<file path="src/rtl/lif_neuron_ctrl.sv">
// Leaky integrate-and-fire update controller: owns the membrane potential register,
// integrates handshaked synaptic currents with leak and saturation, and emits spikes.
module lif_neuron_ctrl #(
  parameter int WIDTH      = 12,
  parameter int V_REST     = 0,
  parameter int V_RESET    = 0,
  parameter int V_TH       = 256,
  parameter int LEAK_SHIFT = 4,
  parameter int REFRACT    = 4
) (
  input  logic                    clk,
  input  logic                    rst,
  input  logic                    clear,
  input  logic                    in_valid,
  input  logic signed [WIDTH-1:0] in_current,
  output logic                    in_ready,
  output logic                    spike_valid,
  input  logic                    spike_ready,
  output logic signed [WIDTH-1:0] v_mem,
  output logic                    refractory,
  output logic [1:0]              state_dbg
);

  // Handshakes: a transfer happens on a rising edge where valid && ready are both high;
  // valid is held by the producer until that edge and the payload is sampled only there.

  localparam int SW = WIDTH + 2;
  localparam int CW = (REFRACT > 1) ? $clog2(REFRACT) : 1;

  localparam logic signed [WIDTH-1:0] V_REST_W  = WIDTH'(V_REST);
  localparam logic signed [WIDTH-1:0] V_RESET_W = WIDTH'(V_RESET);
  localparam logic signed [WIDTH-1:0] V_TH_W    = WIDTH'(V_TH);
  localparam logic signed [SW-1:0]    S_MAX     = {3'b000, {(WIDTH-1){1'b1}}};
  localparam logic signed [SW-1:0]    S_MIN     = {3'b111, {(WIDTH-1){1'b0}}};

  typedef enum logic [1:0] {
    S_IDLE    = 2'd0,
    S_UPDATE  = 2'd1,
    S_FIRE    = 2'd2,
    S_REFRACT = 2'd3
  } state_t;

  state_t                   state_q, state_d;
  logic signed [WIDTH-1:0]  v_q, v_d;
  logic signed [WIDTH-1:0]  cur_q, cur_d;
  logic [CW-1:0]            cnt_q, cnt_d;

  logic signed [WIDTH-1:0]  leak;
  logic signed [SW-1:0]     sum;
  logic signed [WIDTH-1:0]  sat;
  logic                     fire;

  always_comb begin
    leak = v_q >>> LEAK_SHIFT;
    // All three operands are sign-extended to SW bits so the sum cannot wrap.
    sum  = {{2{v_q[WIDTH-1]}}, v_q} - {{2{leak[WIDTH-1]}}, leak}
         + {{2{cur_q[WIDTH-1]}}, cur_q};
    if (sum > S_MAX) begin
      sat = S_MAX[WIDTH-1:0];
    end else if (sum < S_MIN) begin
      sat = S_MIN[WIDTH-1:0];
    end else begin
      sat = sum[WIDTH-1:0];
    end
    fire = (sat >= V_TH_W);
  end

  always_comb begin
    state_d = state_q;
    v_d     = v_q;
    cur_d   = cur_q;
    cnt_d   = cnt_q;
    case (state_q)
      S_IDLE: begin
        if (in_valid) begin
          cur_d   = in_current;
          state_d = S_UPDATE;
        end
      end
      S_UPDATE: begin
        if (fire) begin
          v_d     = V_RESET_W;
          state_d = S_FIRE;
        end else begin
          v_d     = sat;
          state_d = S_IDLE;
        end
      end
      S_FIRE: begin
        if (spike_ready) begin
          if (REFRACT > 0) begin
            state_d = S_REFRACT;
            cnt_d   = CW'(REFRACT - 1);
          end else begin
            state_d = S_IDLE;
          end
        end
      end
      S_REFRACT: begin
        // Inputs accepted here are intentionally dropped; v_mem is untouched.
        if (cnt_q == '0) begin
          state_d = S_IDLE;
        end else begin
          cnt_d = cnt_q - CW'(1);
        end
      end
      default: state_d = S_IDLE;
    endcase
    if (clear) begin
      state_d = S_IDLE;
      v_d     = V_REST_W;
      cur_d   = '0;
      cnt_d   = '0;
    end
  end

  always_ff @(posedge clk or negedge rst) begin
    if (!rst) begin
      state_q <= S_IDLE;
      v_q     <= V_REST_W;
      cur_q   <= '0;
      cnt_q   <= '0;
    end else begin
      state_q <= state_d;
      v_q     <= v_d;
      cur_q   <= cur_d;
      cnt_q   <= cnt_d;
    end
  end

  // Outputs are pure decodes of the state flop; in_ready is also gated by reset.
  assign in_ready    = rst && ((state_q == S_IDLE) || (state_q == S_REFRACT));
  assign spike_valid = (state_q == S_FIRE);
  assign refractory  = (state_q == S_REFRACT);
  assign v_mem       = v_q;
  assign state_dbg   = state_q;

endmodule

</file>
<file path="config.mk">
export PLATFORM = sky130hd
export DESIGN_NAME = lif_neuron_ctrl
export DESIGN_NICKNAME = d
export VERILOG_FILES = /design/src/rtl/lif_neuron_ctrl.sv
export SDC_FILE = /design/constraint.sdc
export NUM_CORES = 1
export LEC_CHECK = 0
export BUFFER_PORTS_ARGS = -buffer_cell sky130_fd_sc_hd__buf_2
export CORE_MARGIN = 1
export CORE_UTILIZATION = 40
export DETAILED_ROUTE_END_ITERATION = 10
export SKIP_CTS_REPAIR_TIMING = 1
export SLEW_MARGIN = 20
export SYNTH_ARGS = -nofsm -noshare
export SYNTH_HDL_FRONTEND = slang
export SYNTH_SLANG_ARGS = --single-unit
</file>
<file path="constraint.sdc">
create_clock -name clk -period 4.4 [get_ports clk]
set_clock_uncertainty 0.2 [all_clocks]
set_input_delay 0.66 -clock clk [delete_from_list [all_inputs] [get_ports clk]]
set_output_delay 0.66 -clock clk [all_outputs]
set_load 0.01 [all_outputs]
</file>
-- Yosys cells after proc, flatten, opt, wreduce, memory -nomap -nowiden
Index checks and enable logic that the tools add are counted.
- add/subtract/negate cells: 3
- magnitude comparators: 3
- eq/ne operators: 7
- muxes and demuxes: 17
- reduce and logical (&&, ||, !) cells: 11
- operators with widths (cell ; number):
    $mux 12 ; 8
    $add 13x12->14 ; 1
    $gt 14x12->1 const B ; 1
    $lt 14x12->1 const B ; 1
    $mux 2 ; 7
    $sub 12x8->13 ; 1
    $ge 12x10->1 const B ; 1
    $pmux 2 s4 ; 1
    $ne 3x2->1 const B ; 2
    $ne 3x3->1 const B ; 2
    $reduce_and 3->1 ; 2
    $reduce_bool 2->1 ; 3
    $eq 2x2->1 const B ; 2
    $logic_not 2->1 ; 2
    $pmux 2 s2 ; 1
    $reduce_bool 3->1 ; 1
    $eq 2x1->1 const B ; 1
    $reduce_and 2->1 ; 1
    $sub 2x1->2 const B ; 1
    $logic_and 1x1->1 ; 1
    $logic_or 1x1->1 ; 1
- bits in registers: 28
- bits of input ports: 17

-- Logic depth before layout (Yosys ltp)
Gate-level depths: netlist (run 1).
- word-level depth: 9
- depth in mapped cells: 14

-- Worst setup path before layout (run 1)
No wires, ideal clock.
- path type: register to register
- start: reg v_q[4], in the netlist v_mem[4]
- end: reg v_q[3], in the netlist v_mem[3]
- setup time: 0.095 ns
- arrival time: 2.875 ns
- data required time: 4.105 ns
- slack: 1.230 ns
- stages on the path, launching flop included: 12
- period minus slack after synthesis: 3.170 ns
- path through: dfrtp_1 > inv_1 > fa_1 > inv_1 > ha_1 > a21oi_1 > o32ai_4 > a21oi_2 > o21a_1 > mux2i_4 > a211oi_1 > o31ai_1
- cells in the longest elaborated chain, start to end: 9
- elaborated cells between the ends (all ways): 10
- classes of those cells: 2 x add/sub; 3 x order compare; 5 x mux
- ends and longest elaborated chain (element ; RTL line ; RTL):
    start, declared ; 44 ; logic signed [WIDTH-1:0] v_q, v_d;
    start signal, assigned ; 125 ; v_q <= v_d;
    $sub 12x8->13 * ; 56 ; sum = {{2{v_q[WIDTH-1]}}, v_q} - {{2{leak[WIDTH-1]}}, leak}
    $add 13x12->14 * ; 57 ; + {{2{cur_q[WIDTH-1]}}, cur_q};
    $lt 14x12->1 ; 60 ; end else if (sum < S_MIN) begin
    $mux 12 ; 60 ;
    $mux 12 * ; 58 ; if (sum > S_MAX) begin
    $ge 12x10->1 ; 65 ; fire = (sat >= V_TH_W);
    $mux 12 * ; 81 ; if (fire) begin
    $mux 12 * ; 73 ; case (state_q)
    $mux 12 * ; 109 ; if (clear) begin
Every way passes the cells marked *; elsewhere a longest branch is shown, timed or not. The select of a mux whose other input is x is not followed.
A chain may end at the register's enable or synchronous reset.

-- Worst setup path after layout (run 1)
Same ends and word-level chain as after synthesis.

==> metrics, run 1 <==
number of cells on the worst reg-to-reg path=11; Post-Syn Nets=345; register area=roughly 700 µm²; CP startpoint kind=flip-flop; Layout Utilization=around 46%; FF+latch count, synth=28; final setup violation count=0; Antenna Violating Nets Remaining=0; top_reg_cell synth=dfrtp_1; vias in the first global route=between 2k and 2.5k; clock sink total=28; fmax=a little under 300 MHz; unrepaired setup endpoints after global routing=false; critical path class=flip-flop to flip-flop; Fin. Hold Viols=0; crit-path max FO=8; Clock Tree Root=clkbuf_8; Worst path max stage delay=around 0.54 ns; status=finished clean; worst-skew pair later-pin latency=roughly 0.27 ns; cell leakage power=around 0.0013 µW; largest net degree at the start of global routing=31; nets=around 370; Initial Util=between 40% and 50%; Period minus WS final=3.47 ns; worst slew pin tran=roughly 0.66 ns; fill cell count=~600; FF-to-FF End=v_mem[3]; beginning of the critical path=v_mem[4]; Layout area overhead=11.1%; Reg clk slew, reported paths=0.09 ns; CP dominant cell by count=inv_1; DR WL/cell=roughly 14 µm; part of the cycle the worst path needs=roughly 79%; TritonCTS Buffers=3; port buffer count=33; io pins=34; reg2reg setup slack=~0.93 ns; vias post-DR=about 2.0k; Clock Path Buffers=2; Synth Instances=298; Yosys top cell area share=roughly 28%; ant diodes=0; total global-route track usage=19.5%; Max Slew Vio Count=0; post-route DRC violation count=0; fraction of registers with async set/reset=between 90% and 100%; routed vias/inst=5.05; main area contributors after synthesis=dfrtp_1, ha_1, fa_1; crit-path cells=inv_1, fa_1, inv_1, ha_1, a21oi_1, o32ai_4, a21oi_2, o21a_1, mux2i_4, a211oi_1, o31ai_1; floorplan row count=28; multi-input logic area=between 1500 and 2000 µm²; Data arrival, critical path=3.45 ns; Die Ht=approximately 81 µm; max-slew headroom at the worst pin=approximately 56%; DIE AREA=between 6000 and 7000 µm²; PD cells=~720 nW/µm²; hold crit path type=input pin to async pin; GPL Wtd Cong=roughly 0.84; DP HPWL=about 4.5 mm; synth unique cells=49; max-cap viol count=0; crit path capture type=flip-flop; Iter 0 DRT Violations=73; Die Wd=between 80 and 90 µm; CTS tree=done; Pre-Repair DR Iteration Count=4; CP Data Required Time=between 4 and 5 ns; Mapped Avg Cell Area=8.35 µm²; core region area=~6000 µm²; setup TNS=0 ns; initial antenna violation count=0; ratio of cells with drive above 1 in the final layout=between 10 and 15%; yosys warns=0; register area share after synthesis=between 20 and 30%; first-pass GRT wire length=9.78 mm; mapped cell area=between 2000 and 2500 µm²; gr ovfl total=0; Worst VDD drop=between 300 and 400 µV; Critical R2R Launch=v_mem[4]; DRT Wirelength=between 5 and 6 mm; CTS H-Tree Depth=1; Synth area leader=dfrtp_1; slowest CP cell=fa_1; Post-synth EDFFs=0
-- cell type report --
class	count	share of cell area, %
clock buffers	4	1.99
inverters	49	6.65
multi-input cells	210	56.4
flip-flops and latches	28	25.4
well taps	75	3.40
repair buffers	34	6.25
-- kinds of logic after synthesis --
family | Yosys count | synth area share (%)
multiplexers | 3 | 1.71
adder cells (fa/ha/maj) | 30 | 18.4
buffers and inverters | 60 | 9.25
AO/OA/AOI/OAI | 79 | 22.6
flip-flops | 28 | 28.2
AND/OR/NAND/NOR | 91 | 17.4
XOR/XNOR | 7 | 2.46
-- worst max path at each step --
stage,to,slack (ns),cells past startpoint
2_1_floorplan,v_mem[3],1.23,11
3_3_place_gp,v_mem[3],0.97,11
3_5_place_dp,v_mem[3],0.94,11
4_1_cts,v_mem[3],0.92,11
5_1_grt,v_mem[3],0.69,11
6_report,v_mem[3],0.93,11
-- layer usage --
layer  wire, µm  GRT usage [%]  share of wire, %
met1       2910           28.8                52
met2       2540           30.4                45
met4         78           5.54               1.4
met3        111           1.46               2.0
met5          0              0                 0
-- flip-flops by register name, indices dropped and copies added, names as in the netlist --
name,cells
state_dbg,2
cnt_q,2
cur_q,12
v_mem,12
-- cells in the final DEF, fill, tap and decap left out, types with 3 or more instances in the layout --
cell       n
fa_1      11
inv_1     49
nand3_1    9
o21ai_0   11
dfrtp_1   28
and2_1     3
nor3_1     5
xnor2_1    5
ha_1      19
nand2b_1   7
o211ai_1   6
nand2_1   41
nor2_1    10
nor2b_1    6
buf_2     33
o21a_1     4
o311ai_0   3
clkbuf_8   4
a21oi_1   29
-- critical path: cells and delay by family (launching register included) --
kind | cells | cell delay (ns)
buffers and inverters | 2 | 0.14
AO/OA/AOI/OAI | 6 | 1.34
adder cells (fa/ha/maj) | 2 | 0.90
flip-flops | 1 | 0.40
multiplexers | 1 | 0.38
-- cells in the mapped netlist, drive strengths merged (4+ instances only) --
library cell,n
clkbuf,7
o211ai,6
nor3,5
nor2b,6
nand2b,7
inv,49
ha,19
dfrtp,28
nor2,10
o21ai,13
nand3,9
o311ai,5
nand2,42
fa,11
buf,4
o21a,4
xnor2,5
a21oi,31
-- power by group --
part | switching (µW) | internal (µW) | total (µW) | leakage (µW)
sequential | 44.3 | 298 | 342 | 0.000381
combinational | 880 | 600 | 1480 | 0.000875
clock | 80.7 | 80.2 | 161 | 0.0000288
total | 1000 | 978 | 1980 | 0.00128
-- stage by stage --
step	worst slack (ns)	hold WS [ns]	power, µW	cells	area (µm²)
5_1_grt	0.690	0.234	2190	400	2760
6_report	0.930	0.206	1980	400	2760
2_1_floorplan	1.23	0.164	1540	298	2490
4_1_cts	0.916	0.230	2000	400	2760
3_5_place_dp	0.938	0.316	1820	396	2710
3_3_place_gp	0.970	0.311	1820	396	2710
No activity file was read; power rests on OpenSTA's default activity.
==> inputs of run 2 (changes only) <==
clock period = 2.8 ns   (was 4.4 ns; I/O delays follow)
==> run 2 against run 1 <==
The run now ends with setup timing left. Design area rose by 24%. Sequential cell count did not move. Utilization rose by 11 points. Die area did not move. Register-to-register slack got worse by 1.3 ns. Total power rose by 120%. Worst setup slack got worse by 1.3 ns. Sequential power rose by 56%. Via count rose by 17%. First-iteration DRC count rose by 110%. Sequential share of layout area fell by 4.8 points. Hold slack got worse by 0.037 ns. Largest cell class unchanged.
==> metrics, run 2 (synthesized netlist as in run 1, its figures left out) <==
status=finished with violations; failing checks=setup timing; worst hold path cell count=3; number of cells on the worst reg-to-reg path=10; Die Ht=80.9 µm; total global-route track usage=approximately a fifth; PD cells=between 1000 and 1500 nW/µm²; DP HPWL=5.02 mm; io pins=34; Antenna Violating Nets Remaining=0; critical path class=flip-flop to flip-flop; CP startpoint kind=flip-flop; Data arrival, critical path=around 3.2 ns; beginning of the critical path=v_mem[8]; Layout Utilization=a little under three fifths; final instance area=between 3000 and 4000 µm²; Clock Path Buffers=2; initial antenna violation count=0; clock sink total=28; fmax=314 MHz; port buffer count=33; FF-to-FF End=v_mem[3]; Clock Tree Root=clkbuf_8; WHS Endpoint=cur_q[3]; Reg clk slew, reported paths=about 0.1 ns; TritonCTS Buffers=3; reg2reg setup slack=-0.38 ns; total internal power=approximately 2400 µW; Die Wd=~80 µm; unrepaired setup endpoints after global routing=true; routed vias/inst=around 5.2; crit path capture type=flip-flop; ant diodes=0; DRT Wirelength=6.45 mm; hold crit path type=input pin to flip-flop; Clock power frac=under 10%; ratio of cells with drive above 1 in the final layout=~36%; largest net degree at the start of global routing=31; Switching Fraction=a little under half; worst slew pin tran=about 0.57 ns; Layout area overhead=37.3%; commonest cells after routing, fill and taps aside=buf_4, inv_1, nand2_1, buf_2, dfrtp_1; min-delay src=in_current[3]; max-slew headroom at the worst pin=between 60% and 70%; gr ovfl total=0; Period minus WS final=between 3 and 4 ns; cell leakage power=approximately 0.0016 µW; Iter 0 DRT Violations=152; CP Data Required Time=roughly 2.8 ns; Pre-Repair DR Iteration Count=5; DR WL/cell=~14 µm; first-pass GRT wire length=~10 mm; Final WS setup=-0.384 ns; max-cap viol count=0; floorplan row count=28; vias post-DR=2364; Initial Util=41.8%; Flop pwr share=about an eighth; DIE AREA=~6500 µm²; area post-placement=between 3000 and 4000 µm²; most common library cell in the layout ignoring fill and taps=buf_4; core region area=roughly 6000 µm²; GPL Wtd Cong=between 0.8 and 0.9; part of the cycle the worst path needs=114%; CTS H-Tree Depth=1; final setup violation count=13; Max Slew Vio Count=0; Critical R2R Launch=v_mem[8]; worst-skew pair later-pin latency=~0.27 ns; P_sw=2030 µW; Fin. Hold Viols=0; vias in the first global route=~2.2k; nets=between 400 and 500; post-route DRC violation count=0; Worst VDD drop=884 µV; Logic pwr share=82.3%; hold slack=0.169 ns; CTS tree=done; total power=approximately 4400 µW; crit-path max FO=8
[run 2: through the flow]
step	setup slack (ns)	instances	setup TNS, ns
after floorplan	-0.236	298	-1.91
after global placement	-0.351	436	-3.72
after detailed placement	-0.431	436	-4.33
after CTS	-0.473	440	-4.76
after global routing	-0.499	454	-5.31
final	-0.384	454	-3.90
[run 2: power groups by stage]
| stage | logic [µW] | registers (µW) | clock network (µW) |
|---|---|---|---|
| global route | 3980 | 544 | 275 |
| detailed placement | 3140 | 544 | 0 |
| floorplan | 2250 | 555 | 0 |
| global placement | 3120 | 541 | 0 |
| CTS | 3160 | 535 | 258 |
| finish | 3660 | 534 | 254 |
[run 2: how the worst max path moves through the flow]
stage / end / depth (start not counted) / slack (ns)
2_1_floorplan: v_mem[3] / 9 / -0.24
3_3_place_gp: v_mem[3] / 11 / -0.35
3_5_place_dp: v_mem[3] / 11 / -0.43
4_1_cts: v_mem[3] / 11 / -0.47
5_1_grt: v_mem[3] / 9 / -0.50
6_report: v_mem[3] / 10 / -0.38
[run 2: per-layer routing]
| layer | GRT usage, % | part of all wire, % |
|---|---|---|
| met5 | 0 | 0 |
| met4 | 2.68 | 0.40 |
| met3 | 1.69 | 2.7 |
| met2 | 33.3 | 48 |
| met1 | 30.5 | 49 |
[run 2: worst max-delay path, cell delays in order, from the launching register on]
cell,delay (ns)
dfrtp_1,0.45
fa_1,0.59
inv_2,0.06
ha_4,0.30
nand2_4,0.05
o32ai_4,0.40
a21oi_4,0.12
a211o_1,0.33
a21oi_4,0.24
a211oi_2,0.11
o31ai_1,0.24
[run 2: cell type report]
class                   instances  area, µm²
fillers                       563       2540
inverters                      49        184
multi-input cells             211       1800
clock buffers                   4       55.1
flip-flops and latches         28        703
well taps                      75       93.8
repair buffers                 87        584
==> inputs of run 3 (changes only) <==
ABC_AREA = 1   (was not set)
CORE_ASPECT_RATIO = 1.5   (was not set)
clock period = 3.15 ns   (was 2.8 ns; I/O delays follow)
==> run 3 against run 2 <==
The flow finishes with violations (hold timing). Largest cell class unchanged. Critical path depth up 5. Via count down 11%. Design area down 17%. Critical endpoint is now v_mem[4].
==> metrics, run 3 <==
Layout Utilization=between 40% and 50%; most common library cell in the layout ignoring fill and taps=inv_1; port buffer count=33; yosys warns=0; Period minus WS final=roughly 3 ns; largest net degree at the start of global routing=29; FF-to-FF End=v_mem[4]; crit path capture type=flip-flop; Fin. Hold Viols=16; core region area=between 5000 and 6000 µm²; Reg clk slew, reported paths=0.10 ns; failing checks=hold timing; Mapped Avg Cell Area=around 7.5 µm²; worst-skew pair later-pin latency=approximately 0.28 ns; CTS tree=done; synth unique cells=28; number of cells on the worst reg-to-reg path=15; total global-route track usage=around 20%; routed vias/inst=between 4 and 5; DR WL/cell=~13 µm; io pins=34; post-route DRC violation count=0; most instantiated cells after synthesis=inv_1, nand2_1, nand3_1, dfrtp_1, o21ai_0; TritonCTS Buffers=3; mapped cell area=about 2400 µm²; Clock Tree Root=clkbuf_8; vias in the first global route=2054; Post-synth EDFFs=0; fmax=334 MHz; main area contributors after synthesis=dfrtp_1, inv_1, ha_1; Antenna Violating Nets Remaining=0; max-slew headroom at the worst pin=57.5%; critical path class=flip-flop to flip-flop; Yosys top cell area share=approximately 30%; most numerous cell in the Yosys netlist=inv_1; nets=between 400 and 500; CP startpoint kind=flip-flop; DP HPWL=4.72 mm; ant diodes=0; Synth Instances=316; fraction of registers with async set/reset=100%; Initial Util=41.2%; initial antenna violation count=0; crit-path max FO=6; DIE AREA=between 6000 and 7000 µm²; top_reg_cell synth=dfrtp_1; Max Slew Vio Count=0; Die Wd=approximately 65 µm; max-cap viol count=0; hold crit path type=input pin to async pin; pre-CTS WS=-0.0429 ns; clock sink total=28; Iter 0 DRT Violations=55; status=finished with violations; Worst Setup EP=v_mem[4]; beginning of the critical path=v_mem[11]; hold slack=-0.0116 ns; first-pass GRT wire length=~9.4 mm; Data arrival, critical path=2.96 ns; reg2reg setup slack=about 0.15 ns; CP Data Required Time=around 3.1 ns; Layout area overhead=20.2%; Pre-Repair DR Iteration Count=4; Critical R2R Launch=v_mem[11]; final setup violation count=0; register area share after synthesis=between 20% and 30%; Post-Syn Nets=363; CTS H-Tree Depth=1; setup TNS=0 ns; FF+latch count, synth=28; DRT Wirelength=roughly 5.8 mm; Synth area leader=dfrtp_1; Clock Path Buffers=2; floorplan row count=34; commonest cells after routing, fill and taps aside=inv_1, nand2_1, buf_2, nand3_1, dfrtp_1; GPL Wtd Cong=between 0.9 and 1; vias post-DR=roughly 2.1k; part of the cycle the worst path needs=roughly 95%; gr ovfl total=0; Die Ht=about 96 µm; ratio of cells with drive above 1 in the final layout=a little under a quarter; Final WS setup=0.154 ns; unrepaired setup endpoints after global routing=false; worst slew pin tran=roughly 0.64 ns
==> run 3: cell count changes after synthesis, moves of 7 or more <==
cell	before	now
a21oi_1	29	10
inv_1	49	66
nand2_1	41	57
nand2b_1	7	0
nand3_1	9	29
nor2_1	10	21
o21ai_0	11	23
o21ai_1	2	11
==> run 3: critical path, cell delays in order, from the launching register on <==
cell and delay, ns:
dfrtp_2 0.48, fa_1 0.52, inv_1 0.05, ha_1 0.35, a21oi_2 0.21, nor2_1 0.06
nor2_1 0.15, nand2_1 0.11, nor2_1 0.13, nand3_2 0.11, nand2_4 0.10, nand2_2 0.08
nand4_4 0.12, nand2_4 0.08, nand3_1 0.08, o21ai_1 0.07
==> run 3: worst min-delay path by stage <==
| stage | from | to | slack [ns] | depth (start not counted) |
|---|---|---|---|---|
| 2_1_floorplan | rst | cnt_q[0] | -0.02 | 0 |
| 4_1_cts | rst | cur_q[4] | 0.004 | 2 |
| 3_5_place_dp | rst | cur_q[4] | 0.31 | 2 |
| 3_3_place_gp | rst | cur_q[2] | 0.31 | 2 |
| 6_report | rst | cur_q[4] | -0.01 | 2 |
| 5_1_grt | rst | cur_q[1] | 0.01 | 2 |
==> run 3: logic make-up (layout without fill, tap and decap cells) <==
| family | count (synthesis) | count (layout) | synth area share (%) |
|---|---|---|---|
| XOR/XNOR | 8 | 8 | 2.96 |
| AND/OR/NAND/NOR | 122 | 124 | 24.1 |
| adder cells (fa/ha/maj) | 30 | 30 | 19.3 |
| flip-flops | 28 | 28 | 29.6 |
| AO/OA/AOI/OAI | 51 | 51 | 11.6 |
| buffers and inverters | 77 | 122 | 12.4 |
==> run 3: layout make-up <==
type	instances	area [µm²]
inverters	73	277
well taps	72	90.1
fillers	597	2900
clock inverters	1	30.0
multi-input cells	213	1450
clock buffers	3	41.3
repair buffers	45	255
flip-flops and latches	28	702
==> run 3: per-layer routing <==
metal	global-route usage [%]	up-vias	routed length, µm
met1	23.4	975	2440
met2	37.8	37	3190
li1	-	1088	-
met4	5.19	0	52
met5	0	-	0
met3	1.07	4	102
==> run 3: metrics by stage <==
step                area [µm²]  cells
floorplan                 2370    316
global placement          2660    424
detailed placement        2660    424
CTS                       2730    428
global route              2850    435
finish                    2850    435
Power of run 3 is left out: the tool's default activity adds up to more than one toggle a clock period on the data nets, which glitch-free logic cannot reach.
